==> src/rtl/cache_axi_pkg.sv <==
// Shared AXI encodings and cache line-fill types for the complex cache memory side.
package cache_axi_pkg;

   localparam logic [1:0] AXI_BURST_INCR = 2'b01;
   localparam logic [1:0] AXI_RESP_OKAY  = 2'b00;
   localparam logic [2:0] AXI_SIZE_4B    = 3'b010;

   localparam int LINE_WORDS_DEF = 8;
   localparam int DATA_W_DEF     = 32;

   typedef enum logic [1:0] {
      IDLE = 2'd0,
      ADDR = 2'd1,
      DATA = 2'd2,
      DONE = 2'd3
   } fill_state_t;

   typedef logic [LINE_WORDS_DEF-1:0][DATA_W_DEF-1:0] line_t;

endpackage

==> src/rtl/cache_line_fill_axi.sv <==
// AXI4 read master that fetches one cache line per miss as a single INCR burst
// and hands the assembled line to the cache with a one-cycle fill pulse.
module cache_line_fill_axi
   import cache_axi_pkg::*;
#(
   parameter int ADDR_W     = 32,
   parameter int DATA_W     = 32,
   parameter int LINE_WORDS = 8
) (
   input  logic                         clk,
   input  logic                         rst_n,
   input  logic                         req_valid,
   output logic                         req_ready,
   input  logic [ADDR_W-1:0]            req_addr,
   output logic                         fill_valid,
   output logic [ADDR_W-1:0]            fill_addr,
   output logic [LINE_WORDS*DATA_W-1:0] fill_data,
   output logic                         fill_err,
   output logic [ADDR_W-1:0]            m_axi_araddr,
   output logic [7:0]                   m_axi_arlen,
   output logic [2:0]                   m_axi_arsize,
   output logic [1:0]                   m_axi_arburst,
   output logic                         m_axi_arvalid,
   input  logic                         m_axi_arready,
   input  logic [DATA_W-1:0]            m_axi_rdata,
   input  logic [1:0]                   m_axi_rresp,
   input  logic                         m_axi_rlast,
   input  logic                         m_axi_rvalid,
   output logic                         m_axi_rready
);

   localparam int IDX_W = $clog2(LINE_WORDS);
   localparam int CNT_W = IDX_W + 1;
   localparam int OFF_W = $clog2(LINE_WORDS * 4);
   localparam logic [ADDR_W-1:0] LINE_MASK = ~((ADDR_W'(1) << OFF_W) - ADDR_W'(1));

   fill_state_t       state_reg, state_next;
   logic [ADDR_W-1:0] addr_reg;
   logic [CNT_W-1:0]  beat_cnt_reg;
   logic              err_reg;
   logic              req_ready_reg, arvalid_reg, rready_reg, fill_valid_reg;

   logic req_fire, ar_fire, beat_fire, last_beat, burst_end;

   assign req_fire  = (state_reg == IDLE) && req_ready_reg && req_valid;
   assign ar_fire   = arvalid_reg && m_axi_arready;
   assign beat_fire = rready_reg && m_axi_rvalid;
   assign last_beat = (beat_cnt_reg == CNT_W'(LINE_WORDS - 1));
   // Either an rlast or the final expected beat closes the burst; disagreement is flagged below.
   assign burst_end = beat_fire && (m_axi_rlast || last_beat);

   always_comb begin
      state_next = state_reg;
      case (state_reg)
         IDLE:    if (req_fire)  state_next = ADDR;
         ADDR:    if (ar_fire)   state_next = DATA;
         DATA:    if (burst_end) state_next = DONE;
         DONE:                   state_next = IDLE;
         default:                state_next = IDLE;
      endcase
   end

   // Handshake outputs are registered from the next state so they are clean flops and read 0 in reset.
   always_ff @(posedge clk or negedge rst_n) begin
      if (!rst_n) begin
         state_reg      <= IDLE;
         req_ready_reg  <= 1'b0;
         arvalid_reg    <= 1'b0;
         rready_reg     <= 1'b0;
         fill_valid_reg <= 1'b0;
      end else begin
         state_reg      <= state_next;
         req_ready_reg  <= (state_next == IDLE);
         arvalid_reg    <= (state_next == ADDR);
         rready_reg     <= (state_next == DATA);
         fill_valid_reg <= (state_next == DONE);
      end
   end

   always_ff @(posedge clk or negedge rst_n) begin
      if (!rst_n) begin
         addr_reg     <= '0;
         beat_cnt_reg <= '0;
         err_reg      <= 1'b0;
      end else if (req_fire) begin
         addr_reg     <= req_addr & LINE_MASK;
         beat_cnt_reg <= '0;
         err_reg      <= 1'b0;
      end else if (beat_fire) begin
         beat_cnt_reg <= beat_cnt_reg + CNT_W'(1);
         if ((m_axi_rresp != AXI_RESP_OKAY) || (m_axi_rlast != last_beat)) begin
            err_reg <= 1'b1;
         end
      end
   end

   genvar gi;
   generate
      for (gi = 0; gi < LINE_WORDS; gi++) begin : g_word
         logic [DATA_W-1:0] word_reg;

         always_ff @(posedge clk or negedge rst_n) begin
            if (!rst_n) begin
               word_reg <= '0;
            end else if (beat_fire && (beat_cnt_reg[IDX_W-1:0] == IDX_W'(gi))) begin
               word_reg <= m_axi_rdata;
            end
         end

         assign fill_data[gi*DATA_W +: DATA_W] = word_reg;
      end
   endgenerate

   assign req_ready     = req_ready_reg;
   assign fill_valid    = fill_valid_reg;
   assign fill_addr     = addr_reg;
   assign fill_err      = fill_valid_reg && err_reg;
   assign m_axi_araddr  = addr_reg;
   assign m_axi_arlen   = 8'(LINE_WORDS - 1);
   assign m_axi_arsize  = AXI_SIZE_4B;
   assign m_axi_arburst = AXI_BURST_INCR;
   assign m_axi_arvalid = arvalid_reg;
   assign m_axi_rready  = rready_reg;

endmodule
==> config.mk <==
export PLATFORM = sky130hd
export DESIGN_NAME = cache_line_fill_axi
export DESIGN_NICKNAME = d
export VERILOG_FILES = /design/src/rtl/cache_axi_pkg.sv /design/src/rtl/cache_line_fill_axi.sv
export SDC_FILE = /design/constraint.sdc
export NUM_CORES = 1
export LEC_CHECK = 0
export ABC_AREA = 0
export BUFFER_PORTS_ARGS = -buffer_cell sky130_fd_sc_hd__buf_2
export CAP_MARGIN = 20
export CORE_AREA = 2 2 159 161
export DETAILED_ROUTE_END_ITERATION = 12
export DIE_AREA = 0 0 161 163
export PLACE_DENSITY = 0.76
export REMOVE_ABC_BUFFERS = 1
export SETUP_SLACK_MARGIN = 0.5
export SLEW_MARGIN = 0
export SYNTH_ARGS = -nofsm -noshare
export SYNTH_HDL_FRONTEND = slang
export SYNTH_SLANG_ARGS = --single-unit
==> constraint.sdc <==
create_clock -name clk -period 3.6 [get_ports clk]
set_input_delay 0 -clock clk [delete_from_list [all_inputs] [get_ports clk]]
set_output_delay 0 -clock clk [all_outputs]
set_load 0.05 [all_outputs]
==> flow_summary.toml <==
[status]
outcome = "complete, no violations"

[sta]
clock.fmax_mhz = 444
rsz0062_at_grt = "false"
setup_violations = 0
setup_ws_ns = 1.35
hold_violations = 0
finalCriticalPeriod_ns = 2.25
fin_worst_skew_ns = 0.0115
worst_pin_slew_ns = 1.08
relSlewSlack_pct = 27.6
finalCritPeriodShare_pct = 62.6
final_max_slew_viol_count = 0

[critical_path]
worst_ep_arrival_time_ns = 2.68
crit_path_max_fanout = 17
endpoint = "g_word[7].word_reg[16]$_DFFE_PN0P_"
crit_path_end_kind = "flip-flop"
reg2reg_slack_ns = 1.35
reg2reg_depth = 5
r2r-end = "g_word[7].word_reg[16]$_DFFE_PN0P_"
crit_start = "beat_cnt_reg[0]$_DFFE_PN0P_"
path_class = "reg -> reg"
startpoint_type = "flip-flop"
cp_data_required_time_ns = 4.02
r2r-start = "beat_cnt_reg[0]$_DFFE_PN0P_"

[synthesis]
ys_warn_count = 0
synth-compound-area-share_pct = 0.303
postSynthCellCount = 712
synthesis.area_mm2 = 0.0115
async_flop_share_pct = 100
yosys_most_used_dff = "dfrtp_1"
syn_area_per_cell_um2 = 16.2
synth_xor_area_share_pct = 0.152
synth_edf_count = 0
yosysUniqueCellTypes = 24
synth_top_area_share_pct = 63.7
synth_top_family_by_area = "multiplexers"
synthTopCellsByArea = "dfrtp_1 64%, mux2_2 28%, buf_4 4.0%"
yosys.area_share.simple_pct = 1.40
ys_seq_elements = 294
yosysTopAreaCell = "dfrtp_1"
synth_mux_area_share_pct = 27.7
synthAdderAreaFrac_pct = 0.759
seq_area_frac_synth_pct = 63.7

[die]
initial_core_util_pct = 46.8
die_w_um = 161
die-height_um = 163
dieArea_mm2 = 0.0262
core-area_mm2 = 0.0247
io_pins = 410
rows = 58

[global_routing]
grt-ovfl-total = 0
grt_pass1_wl_mm = 45.5
antenna_found_initial = 1
grt_pass1_vias = 7728
grt_start_max_net_pins = 93
grt_usage_pct = 22.6

[routing]
routedWlPerCell_um = 20.1
via_count = 7452
drt_iter0_markers = 386
wl_mm = 30.1
drc = 0
drt.antenna.violating_nets = 0
firstDrtPassIters = 4
viasPerCell = 4.98

[finish]
seq_area_mm2 = 0.00736
area_growth_pct = 30.8
fin_util_pct = 61.2
fillerInstances = 1864
fin_nets = 1223
multi_input_area_mm2 = 0.00362
largest_reg_flops = 256
drive_above_1_share_pct = 62.5

[placed_design]
dp_hpwl_mm = 19.1
io_buffers = 381
gp_congestion = 0.753
dp_slack_ns = 1.33

[clocking]
clk_root_buffer_cell = "clkbuf_16"
clk_pin_slew_ns = 0.06
cts_buffers = 30
postCtsSetupRepairBufs = 0
cts.sinks = 294
clock_latency_ns = 0.54
cts_tree = "yes"
htreeDepth = 1
clockBufferDepth = 3

[hold_path]
min_path_type = "in -> async"

[flow_run]
drv_cap = 0
[kinds of logic after synthesis]
logic type	after synthesis
DFF	294
muxes	284
xor gates and xnor gates	2
and+or+nand+nor	33
other	2
AOI/OAI and AO/OA	6
adders and majority gates	7
buffers and inverters	84
[worst max-delay path, cell delays in order, from the launching register on]
cell and delay, ns:
dfrtp_1 0.43, ha_1 0.26, ha_1 0.21, nand2_2 0.45, buf_4 0.40, mux2_2 0.38
[how the worst min path moves through the flow]
stage | to | slack, ns | startpoint
3_3_place_gp | g_word[5].word_reg[21]$_DFFE_PN0P_ | -0.001 | rst_n
3_5_place_dp | g_word[6].word_reg[21]$_DFFE_PN0P_ | 0.006 | rst_n
5_1_grt | g_word[6].word_reg[21]$_DFFE_PN0P_ | 0.05 | rst_n
4_1_cts | g_word[6].word_reg[21]$_DFFE_PN0P_ | 0.02 | rst_n
2_1_floorplan | beat_cnt_reg[0]$_DFFE_PN0P_ | -0.30 | rst_n
6_report | g_word[1].word_reg[0]$_DFFE_PN0P_ | 0.03 | rst_n
[placed cells by master, fill, tap and decap left out]
master	n
a211oi_1	1
a21oi_1	3
and2_1	2
and3_1	1
and3b_1	2
buf_12	2
buf_16	1
buf_2	380
buf_4	7
buf_8	1
bufinv_16	2
clkbuf_1	9
clkbuf_16	31
clkbuf_8	6
clkinv_2	3
clkinv_4	1
conb_1	23
dfrtp_1	294
diode_2	1
dlygate4sd3_1	67
ha_1	7
inv_1	5
mux2_2	284
nand2_1	5
nand2_2	8
nand2b_1	1
nand3_1	2
nand4b_1	1
nor2_1	8
nor3_1	1
nor4bb_4	1
o21ai_0	1
o21bai_1	1
or3_1	1
xnor2_1	1
xor2_1	1
[metal layers]
metal / global-route usage [%] / up-vias / wire length (um)
li1: - / 3276 / -
met2: 40.2 / 313 / 15400
met5: 0 / - / 0
met3: 4.76 / 61 / 1990
met1: 27.5 / 3802 / 11900
met4: 7.83 / 0 / 873
[metrics by stage]
step                      hold WS (ns)  instance area (um2)  cells  setup TNS (ns)
after detailed placement       0.00647                13400   1374               0
after CTS                       0.0237                15100   1493               0
final                           0.0333                15100   1495               0
after global routing            0.0491                15100   1495               0
after global placement        -0.00117                13400   1374               0
after floorplan                 -0.296                11000    654          -26.47
[final cells by class]
class,instances,area share (%)
clock inverters,6,0.555
inverters,5,0.124
repair buffers,458,17.9
multi-input cells,355,24.0
diodes,1,0.0166
clock buffers,46,5.91
flip-flops and latches,294,48.7
well taps,330,2.74
[synth_stat cells, types with 2 or more instances]
cell and count:
a21oi_1 3, and2_1 2, and3b_1 2, buf_4 61, buf_6 18, conb_1 2
dfrtp_1 294, ha_1 7, inv_1 5, mux2_2 284, nand2_1 13, nand3_1 2
nor2_1 8
[what timing repair did]
| action | 4_1_cts | 5_1_grt |
|---|---|---|
| hold buffers | 67 | 0 |
| gates resized for setup | 0 | 0 |
| endpoints found under the hold margin | 426 | 0 |
| endpoints found under the setup margin | 0 | 0 |
Power is not shown: default switching activity piles up to over one toggle a cycle in this logic, so the estimate is an artifact.
